`config.mk`:
```
export PLATFORM = sky130hd
export DESIGN_NAME = fetch_ctrl
export DESIGN_NICKNAME = d
export VERILOG_FILES = /design/src/rtl/fetch_ctrl.sv
export SDC_FILE = /design/constraint.sdc
export NUM_CORES = 1
export LEC_CHECK = 0
export CAP_MARGIN = 10
export CORE_MARGIN = 1.5
export CORE_UTILIZATION = 21
export CTS_BUF_LIST = sky130_fd_sc_hd__clkbuf_16
export DETAILED_ROUTE_END_ITERATION = 6
export PLACE_DENSITY_LB_ADDON = 0.1
export SLEW_MARGIN = 20
export SYNTH_ARGS = -nofsm -noshare
export SYNTH_HDL_FRONTEND = slang
export SYNTH_SLANG_ARGS = --single-unit
```
`constraint.sdc`:
```
create_clock -name clk -period 1.5 [get_ports clk]
set_input_delay 0.225 -clock clk [delete_from_list [all_inputs] [get_ports clk]]
set_output_delay 0.225 -clock clk [all_outputs]
set_load 0.1 [all_outputs]
```
`src/rtl/fetch_ctrl.sv`:
```
// fetch_ctrl: IF-stage sequencing (boot hold, run, stall, redirect flush); optional perf counters under FETCH_CTRL_PERF_CNT_EN
module fetch_ctrl #(
  parameter int XLEN = 32,
  parameter int RESET_HOLD_CYCLES = 2,
  parameter int FLUSH_CYCLES = 1
) (
  input  logic            clk,
  input  logic            reset,
  input  logic            branch_taken,
  input  logic [XLEN-1:0] branch_target,
  input  logic            stall_req,
  output logic            PCSrc,
  output logic [XLEN-1:0] PCimm_out,
  output logic            pc_write_en,
  output logic            ifid_write_en,
  output logic            ifid_flush,
  output logic            fetch_valid,
  output logic [1:0]      ctrl_state
`ifdef FETCH_CTRL_PERF_CNT_EN
  ,
  output logic [31:0]     stall_count,
  output logic [31:0]     flush_count
`endif
);
  localparam int MAXC = RESET_HOLD_CYCLES > FLUSH_CYCLES ? RESET_HOLD_CYCLES : FLUSH_CYCLES;
  localparam int CW = MAXC > 1 ? $clog2(MAXC) : 1;
  localparam logic [CW-1:0] BOOT_LOAD = CW'(RESET_HOLD_CYCLES - 1);
  localparam logic [CW-1:0] FLUSH_LOAD = CW'(FLUSH_CYCLES - 1);
  typedef enum logic [1:0] {BOOT = 2'b00, RUN = 2'b01, STALL = 2'b10, FLUSH = 2'b11} state_t;
  state_t state_q, state_d;
  logic [CW-1:0] cnt_q, cnt_d;
  logic fv_q, fv_d;
  logic redirect;
  assign ctrl_state = state_q;
  assign fetch_valid = fv_q;
  // next state and Mealy outputs; a redirect in RUN/STALL wins over a stall
  always_comb begin
    state_d = state_q;
    cnt_d = cnt_q;
    PCSrc = 1'b0;
    PCimm_out = '0;
    pc_write_en = 1'b1;
    ifid_write_en = 1'b1;
    ifid_flush = 1'b0;
    redirect = 1'b0;
    case (state_q)
      BOOT, FLUSH: begin
        pc_write_en = state_q == FLUSH;
        ifid_write_en = state_q == FLUSH;
        ifid_flush = 1'b1;
        if (cnt_q == '0) state_d = RUN;
        else cnt_d = cnt_q - 1'b1;
      end
      default: begin
        if (branch_taken) begin
          redirect = 1'b1;
          PCSrc = 1'b1;
          PCimm_out = branch_target;
          ifid_flush = 1'b1;
          cnt_d = FLUSH_LOAD;
          state_d = FLUSH;
        end else if (stall_req) begin
          pc_write_en = 1'b0;
          ifid_write_en = 1'b0;
          state_d = STALL;
        end else state_d = RUN;
      end
    endcase
    fv_d = ifid_flush ? 1'b0 : ifid_write_en ? 1'b1 : fv_q;
  end
  // state, countdown and IF/ID valid registers
  always_ff @(posedge clk) begin
    if (!reset) begin
      state_q <= BOOT;
      cnt_q <= BOOT_LOAD;
      fv_q <= 1'b0;
    end else begin
      state_q <= state_d;
      cnt_q <= cnt_d;
      fv_q <= fv_d;
    end
  end
`ifdef FETCH_CTRL_PERF_CNT_EN
  // saturating counts of stalled fetch cycles and accepted redirects
  always_ff @(posedge clk) begin
    if (!reset) begin
      stall_count <= '0;
      flush_count <= '0;
    end else begin
      if ((state_q == RUN || state_q == STALL) && !pc_write_en && stall_count != '1) stall_count <= stall_count + 1'b1;
      if (redirect && flush_count != '1) flush_count <= flush_count + 1'b1;
    end
  end
`else
  logic redirect_unused;
  assign redirect_unused = redirect;
`endif
endmodule

```
==> impl_metrics.py, run 1 <==
metrics = {
    "clock_tree": {
        "cts_buffers": 3,
        "cts_resized": 10,
        "htreeDepth": 1,
        "clock-sinks": 4,
        "cts_hold_buf": 0,
        "clockRootBuffer": "clkbuf_16",
        "clk_path_buf_depth": 2,
        "post_cts.repair.setup_buffers": 2,
    },
    "placement": {
        "place_inst": 156,
        "io_buffers": 74,
        "dp_hpwl_mm": 2.32,
        "place_congestion": 0.794,
    },
    "synth": {
        "ys_ff_latch": 4,
        "avgSynthCellArea_um2": 7.51,
        "yosysUniqueCellTypes": 16,
        "synthTopCellsByArea": "and3_1 (46%), dfxtp_1 (18%), buf_2 (4.6%)",
        "syn_area_um2": 435,
        "yosys_warnings": 0,
        "yosys.area.top_type": "and3_1",
        "postSynthNetCount": 95,
        "synth_top_area_share": 0.460,
        "syn_inst": 58,
        "yosysSeqAreaShare": 0.184,
    },
    "outcome": {
        "run_status": "stopped before the end",
        "firstError": "[ERROR DPL-0033] detailed placement checks failed during check placement.",
        "stop_stage": "clock tree synthesis (4_1_cts)",
    },
    "floorplanning": {
        "chipHeight_um": 48.5,
        "die_w_um": 48.5,
        "initial_core_util": 0.222,
        "rows": 16,
        "io-pin-count": 75,
    },
}
[Yosys cell counts]
| cell | count |
|---|---|
| and3_1 | 32 |
| buf_2 | 4 |
| dfxtp_1 | 4 |
| inv_1 | 3 |
| a21oi_1 | 2 |
| clkbuf_2 | 2 |
| nor2_1 | 2 |
| a211oi_2 | 1 |
| a21o_1 | 1 |
| a221oi_2 | 1 |
| and2_1 | 1 |
| buf_4 | 1 |
| buf_6 | 1 |
| ha_1 | 1 |
| nor2b_4 | 1 |
| o211a_1 | 1 |
[cell families after synthesis]
kind of cell / synth area share
flops: 0.184
buf+inv: 0.138
compound gates: 0.126
simple gates: 0.523
fa+ha+maj: 0.0287
[per-stage QoR]
step	utilization	TNS (ns)	setup slack [ns]	instance area, um2
floorplan	-	-5.76	-0.642	612
global placement	0.910	-1.32	-0.0799	1790
detailed placement	0.910	-3.76	-0.171	1790
==> inputs of run 2 (changes only) <==
CORE_AREA = 2 2 63 65   (was not set)
CORE_MARGIN = not set   (was 1.5)
CORE_UTILIZATION = not set   (was 21)
CTS_BUF_LIST = not set   (was sky130_fd_sc_hd__clkbuf_16)
DIE_AREA = 0 0 65 67   (was not set)
PLACE_DENSITY_LB_ADDON = 0.15   (was 0.1)
==> impl_metrics.py, run 2 <==
metrics = {
    "clock_tree": {
        "cts_tree": "yes",
        "cts_hold_buf": 0,
        "clockRootBuffer": "clkbuf_8",
        "clk_path_buf_depth": 2,
        "clock-sinks": 4,
        "htreeDepth": 1,
        "insertion_delay_ns": 0.22,
        "cts.clk_slew.worst_paths_ns": 0.03,
        "cts_buffers": 3,
    },
    "placement": {
        "place_congestion": 0.739,
        "dp_hpwl_mm": 2.11,
        "io_buffers": 74,
        "place_inst": 180,
    },
    "setup_path": {
        "worstReg2RegEnd": "ctrl_state[0]",
        "worstSetupEndpointType": "primary output",
        "r2r_cells": 4,
        "arrival_ns": 1.42,
        "reg2reg_slack_ns": 0.20,
        "path_max_fanout": 12,
        "critical_path_class": "register to primary output",
        "cp.required_ns": 1.27,
        "rr_startpoint": "ctrl_state[1]",
        "start_kind": "register",
    },
    "synth": {
        "synth_flop_cell": "dfxtp_1",
        "ys_ff_latch": 4,
        "synth_top_area_share": 0.460,
        "netlist_top_cells_count": "and3_1 (32), buf_2 (4), dfxtp_1 (4), inv_1 (3)",
        "yosys.area.top_type": "and3_1",
        "synthTopCellsByArea": "and3_1 (46%), dfxtp_1 (18%), buf_2 (4.6%)",
        "yosys_warnings": 0,
        "yosys.cell_count.top_type": "and3_1",
        "syn_inst": 58,
        "avgSynthCellArea_um2": 7.51,
        "async_reset_ff_frac": 0,
        "yosysUniqueCellTypes": 16,
        "syn_area_um2": 435,
        "yosysSeqAreaShare": 0.184,
        "synth_edf_count": 0,
        "postSynthNetCount": 95,
    },
    "global_routing": {
        "grt_pass1_wl_mm": 4.24,
        "overflow": 0,
        "grt_max_degree": 16,
        "grt_pass1_vias": 797,
        "grtUsageTotal": 0.129,
        "antenna_found_initial": 0,
    },
    "power": {
        "total_leakage_power_nw": 0.798,
        "comb_power_share": 0.917,
        "switchingPower_mw": 2.79,
        "p_clk_frac": 0.046,
        "totalPowerFinal_mw": 4.89,
        "p_per_area_nw_per_um2": 2530,
        "pwr-share-seq": 0.037,
        "vdd_drop_max_mv": 1.28,
        "switching_share": 0.571,
        "intPower_mw": 2.10,
    },
    "hold_path": {
        "whs_path_depth": 1,
        "holdCritPathClass": "register to register",
        "worstHoldStart": "cnt_q",
        "hold_end": "ctrl_state[0]",
    },
    "floorplanning": {
        "core_area_um2": 3610,
        "initial_core_util": 0.121,
        "io-pin-count": 75,
        "die_w_um": 65,
        "die_area_um2": 4360,
        "rows": 22,
        "chipHeight_um": 67,
    },
    "cells_and_area": {
        "final_cell_mix": "buf_12 (42), clkdlybuf4s50_1 (34), and3_4 (30), buf_4 (4)",
        "nFillCells": 322,
        "instances_no_fill": 186,
        "nNetsFinal": 177,
        "multi_input_area_um2": 474,
        "largest_reg_flops": 2,
        "layout_commonest_cell": "buf_12",
        "register_area_um2": 87.6,
        "drive_gt1_frac": 0.681,
        "area_growth_pct": 344,
        "antennaDiodeCount": 0,
    },
    "sta": {
        "slew_headroom": 0.865,
        "timing.final.ws_setup_ns": -0.142,
        "skew_ns": 0.000721,
        "finalSetupViolCount": 36,
        "period_needed_ns": 1.64,
        "clock.fmax_mhz": 609,
        "final-max-slew-violation-count": 0,
        "period_share": 1.09,
        "hold_viol_final": 0,
        "tightest_slew_ns": 0.202,
        "rsz0062_at_grt": "true",
    },
    "outcome": {
        "violations": "setup timing",
        "run_status": "finished, violations left",
    },
    "detailed_routing": {
        "remaining_drc_errors": 0,
        "drtAntennaViolNets": 0,
        "dr_total_vias": 775,
        "avgRoutedWirePerCell_um": 13.9,
        "avgViaCountPerCell": 4.17,
        "initialDrtViolationCount": 16,
        "drtPass1Iterations": 4,
        "wirelength_mm": 2.58,
    },
    "flow_run": {
        "drv_cap": 0,
    },
}
[run 2: cell families after synthesis]
family,share of synthesized area
AO/OA/AOI/OAI,0.126
adder cells (fa/ha/maj),0.0287
buffers and inverters,0.138
flip-flops,0.184
AND/OR/NAND/NOR,0.523
[run 2: how the worst max path moves through the flow]
stage / to / cells past startpoint / slack [ns] / startpoint
floorplan: pc_write_en / 5 / -0.64 / ctrl_state[1]
global placement: PCimm_out[24] / 4 / -0.11 / branch_taken
detailed placement: PCimm_out[27] / 4 / -0.16 / branch_taken
CTS: PCimm_out[26] / 4 / -0.16 / ctrl_state[0]
global route: PCimm_out[7] / 4 / -0.20 / ctrl_state[0]
finish: PCimm_out[12] / 4 / -0.14 / ctrl_state[0]
[run 2: area by class of cell]
class                           count  area share
Clock buffer                        3      0.0214
Inverter                            3     0.00583
Multi-Input combinational cell     43       0.245
Sequential cell                     4      0.0453
Tap cell                           48      0.0311
Timing Repair Buffer               85       0.651
[run 2: what timing repair did]
item,CTS,global route
endpoints found under the setup margin,36,36
gates resized for setup,10,4
gates cloned,1,0
setup buffers,2,0
pin swaps,3,1
[run 2: critical path, stage by stage, from the launching register on]
cell and delay, ns:
dfxtp_4 0.34, ha_4 0.35, buf_12 0.14, and3_4 0.20
buf_12 0.17
[run 2: stage by stage]
step / TNS [ns] / hold WS (ns) / utilization / setup WS [ns] / cell area [um2]
final: -4.36 / 0.482 / 0.536 / -0.142 / 1930
after global placement: -2.10 / 0.452 / 0.509 / -0.113 / 1830
after CTS: -4.84 / 0.481 / 0.532 / -0.156 / 1920
after detailed placement: -2.79 / 0.476 / 0.509 / -0.155 / 1830
after floorplan: -5.76 / 0.304 / - / -0.642 / 612
after global routing: -6.29 / 0.514 / 0.536 / -0.199 / 1930
[run 2: routing by layer]
layer  vias up  track usage  share of wire
met4         0       0.0665          0.025
li1        371            -              -
met3         6       0.0186          0.081
met5         -            0              0
met2        40        0.245           0.53
met1       358        0.138           0.36
[run 2: power groups by stage]
stage	logic (mW)	registers, mW	clock network (mW)
2_1_floorplan	2.64	0.355	0
3_3_place_gp	4.34	0.177	0
3_5_place_dp	4.37	0.178	0
4_1_cts	4.49	0.177	0.235
5_1_grt	4.63	0.184	0.244
6_report	4.48	0.178	0.226
Power figures use the tool's default switching activity.
==> inputs of run 3 (changes only) <==
CAP_MARGIN = 15   (was 10)
==> results of run 3 <==
Final layout, timing and power as in run 2 (identical DEF).
==> inputs of run 4 (changes only) <==
CELL_PAD_IN_SITES_DETAIL_PLACEMENT = 1   (was not set)
CELL_PAD_IN_SITES_GLOBAL_PLACEMENT = 1   (was not set)
CORE_AREA = not set   (was 2 2 63 65)
CORE_MARGIN = 1.5   (was not set)
CORE_UTILIZATION = 11   (was not set)
DIE_AREA = not set   (was 0 0 65 67)
==> impl_metrics.py, run 4 (synthesis results as in run 2) <==
metrics = {
    "outcome": {
        "run_status": "finished, violations left",
        "violations": "setup timing",
    },
    "sta": {
        "period_share": 1.08,
        "finalSetupViolCount": 36,
        "tightest_slew_ns": 0.198,
        "timing.final.ws_setup_ns": -0.127,
        "rsz0062_at_grt": "true",
        "slew_headroom": 0.868,
        "hold_viol_final": 0,
        "period_needed_ns": 1.63,
        "clock.fmax_mhz": 615,
        "skew_ns": 0.00617,
        "tns_ns": -4.12,
        "final-max-slew-violation-count": 0,
    },
    "global_routing": {
        "grt_max_degree": 21,
        "grt_pass1_vias": 837,
        "grt_pass1_wl_mm": 4.15,
        "overflow": 0,
        "grtUsageTotal": 0.127,
        "antenna_found_initial": 0,
    },
    "floorplanning": {
        "initial_core_util": 0.116,
        "chipHeight_um": 65.9,
        "die_w_um": 65.9,
        "die_area_um2": 4340,
        "io-pin-count": 75,
        "rows": 22,
        "core_area_um2": 3740,
    },
    "placement": {
        "io_buffers": 74,
        "place_inst": 179,
        "place_congestion": 0.695,
        "dp_hpwl_mm": 2.27,
    },
    "detailed_routing": {
        "avgRoutedWirePerCell_um": 14.5,
        "dr_total_vias": 785,
        "remaining_drc_errors": 0,
        "drtAntennaViolNets": 0,
        "avgViaCountPerCell": 4.20,
        "wirelength_mm": 2.72,
        "initialDrtViolationCount": 30,
        "drtPass1Iterations": 2,
    },
    "flow_run": {
        "drv_cap": 0,
    },
    "setup_path": {
        "crit_chain": "ha_4 > buf_12 > and3_4 > buf_12",
        "worst-path-buf-inv": 2,
        "critical_path_class": "register to primary output",
        "slowest_stage": "dfxtp_4",
        "max_stage_delay_ns": 0.34,
        "arrival_ns": 1.40,
        "crit_top_cell": "buf_12",
        "cp.required_ns": 1.27,
        "cp_top_family": "flip-flops",
        "worstSetupEndpointType": "primary output",
        "start_kind": "register",
        "path_max_fanout": 16,
    },
    "power": {
        "totalPowerFinal_mw": 4.83,
        "p_clk_frac": 0.049,
        "comb_power_share": 0.914,
        "p_per_area_nw_per_um2": 2510,
        "switchingPower_mw": 2.78,
        "pwr-share-seq": 0.037,
        "switching_share": 0.576,
        "intPower_mw": 2.05,
        "vdd_drop_max_mv": 1.09,
        "total_leakage_power_nw": 0.793,
    },
    "cells_and_area": {
        "multi_input_area_um2": 478,
        "instances_no_fill": 187,
        "register_area_um2": 87.6,
        "layout_commonest_cell": "buf_12",
        "fin_util": 0.514,
        "drive_gt1_frac": 0.676,
        "nNetsFinal": 177,
        "nFillCells": 392,
        "antennaDiodeCount": 0,
        "area_growth_pct": 342,
        "final_cell_mix": "buf_12 (41), clkdlybuf4s50_1 (34), and3_4 (31), buf_4 (8), clkbuf_8 (3)",
        "largest_reg_flops": 2,
    },
    "clock_tree": {
        "htreeDepth": 1,
        "cts_buffers": 3,
        "cts_hold_buf": 0,
        "clock-sinks": 4,
        "cts_tree": "yes",
        "cts.clk_slew.worst_paths_ns": 0.03,
        "clockRootBuffer": "clkbuf_8",
        "insertion_delay_ns": 0.22,
        "clk_path_buf_depth": 2,
    },
    "hold_path": {
        "holdCritPathClass": "register to register",
    },
}
==> run 4: power by group through the flow <==
stage	registers (mW)	clock network, mW	logic (mW)
finish	0.177	0.237	4.41
global route	0.183	0.257	4.55
CTS	0.178	0.246	4.43
detailed placement	0.197	0	4.30
global placement	0.197	0	4.26
floorplan	0.355	0	2.64
==> run 4: final timing paths <==
path                 startpoint             to  slack (ns)  cells past startpoint
setup / recovery  ctrl_state[0]  PCimm_out[26]       -0.13                      4
setup reg to reg  ctrl_state[1]  ctrl_state[0]        0.13                      5
hold / removal            cnt_q  ctrl_state[0]        0.47                      1
hold reg to reg           cnt_q  ctrl_state[0]        0.47                      1
==> run 4: stage by stage <==
stage	worst slack (ns)	hold WS [ns]	cell area, um2
floorplan	-0.642	0.304	612
global placement	-0.0944	0.458	1810
detailed placement	-0.150	0.469	1810
CTS	-0.148	0.467	1910
global route	-0.187	0.508	1920
finish	-0.127	0.469	1920
==> run 4: layer usage <==
layer  up-vias  wire, um  GRT usage
met5         -         0          0
met1       367       841      0.106
li1        372         -          -
met3         6       204     0.0426
met4         0        54     0.0495
met2        40      1620      0.264
==> run 4: final cells by class <==
type / count / share of cell area
clock buffers: 4 / 0.0234
inverters: 3 / 0.00586
multi-input cells: 43 / 0.249
flip-flops and latches: 4 / 0.0455
well taps: 48 / 0.0312
repair buffers: 85 / 0.645
==> run 4: repair_timing <==
item | 4_1_cts | 5_1_grt
setup endpoints to repair | 36 | 36
setup buffers | 4 | 0
pin swaps | 3 | 3
gates resized for setup | 9 | 3
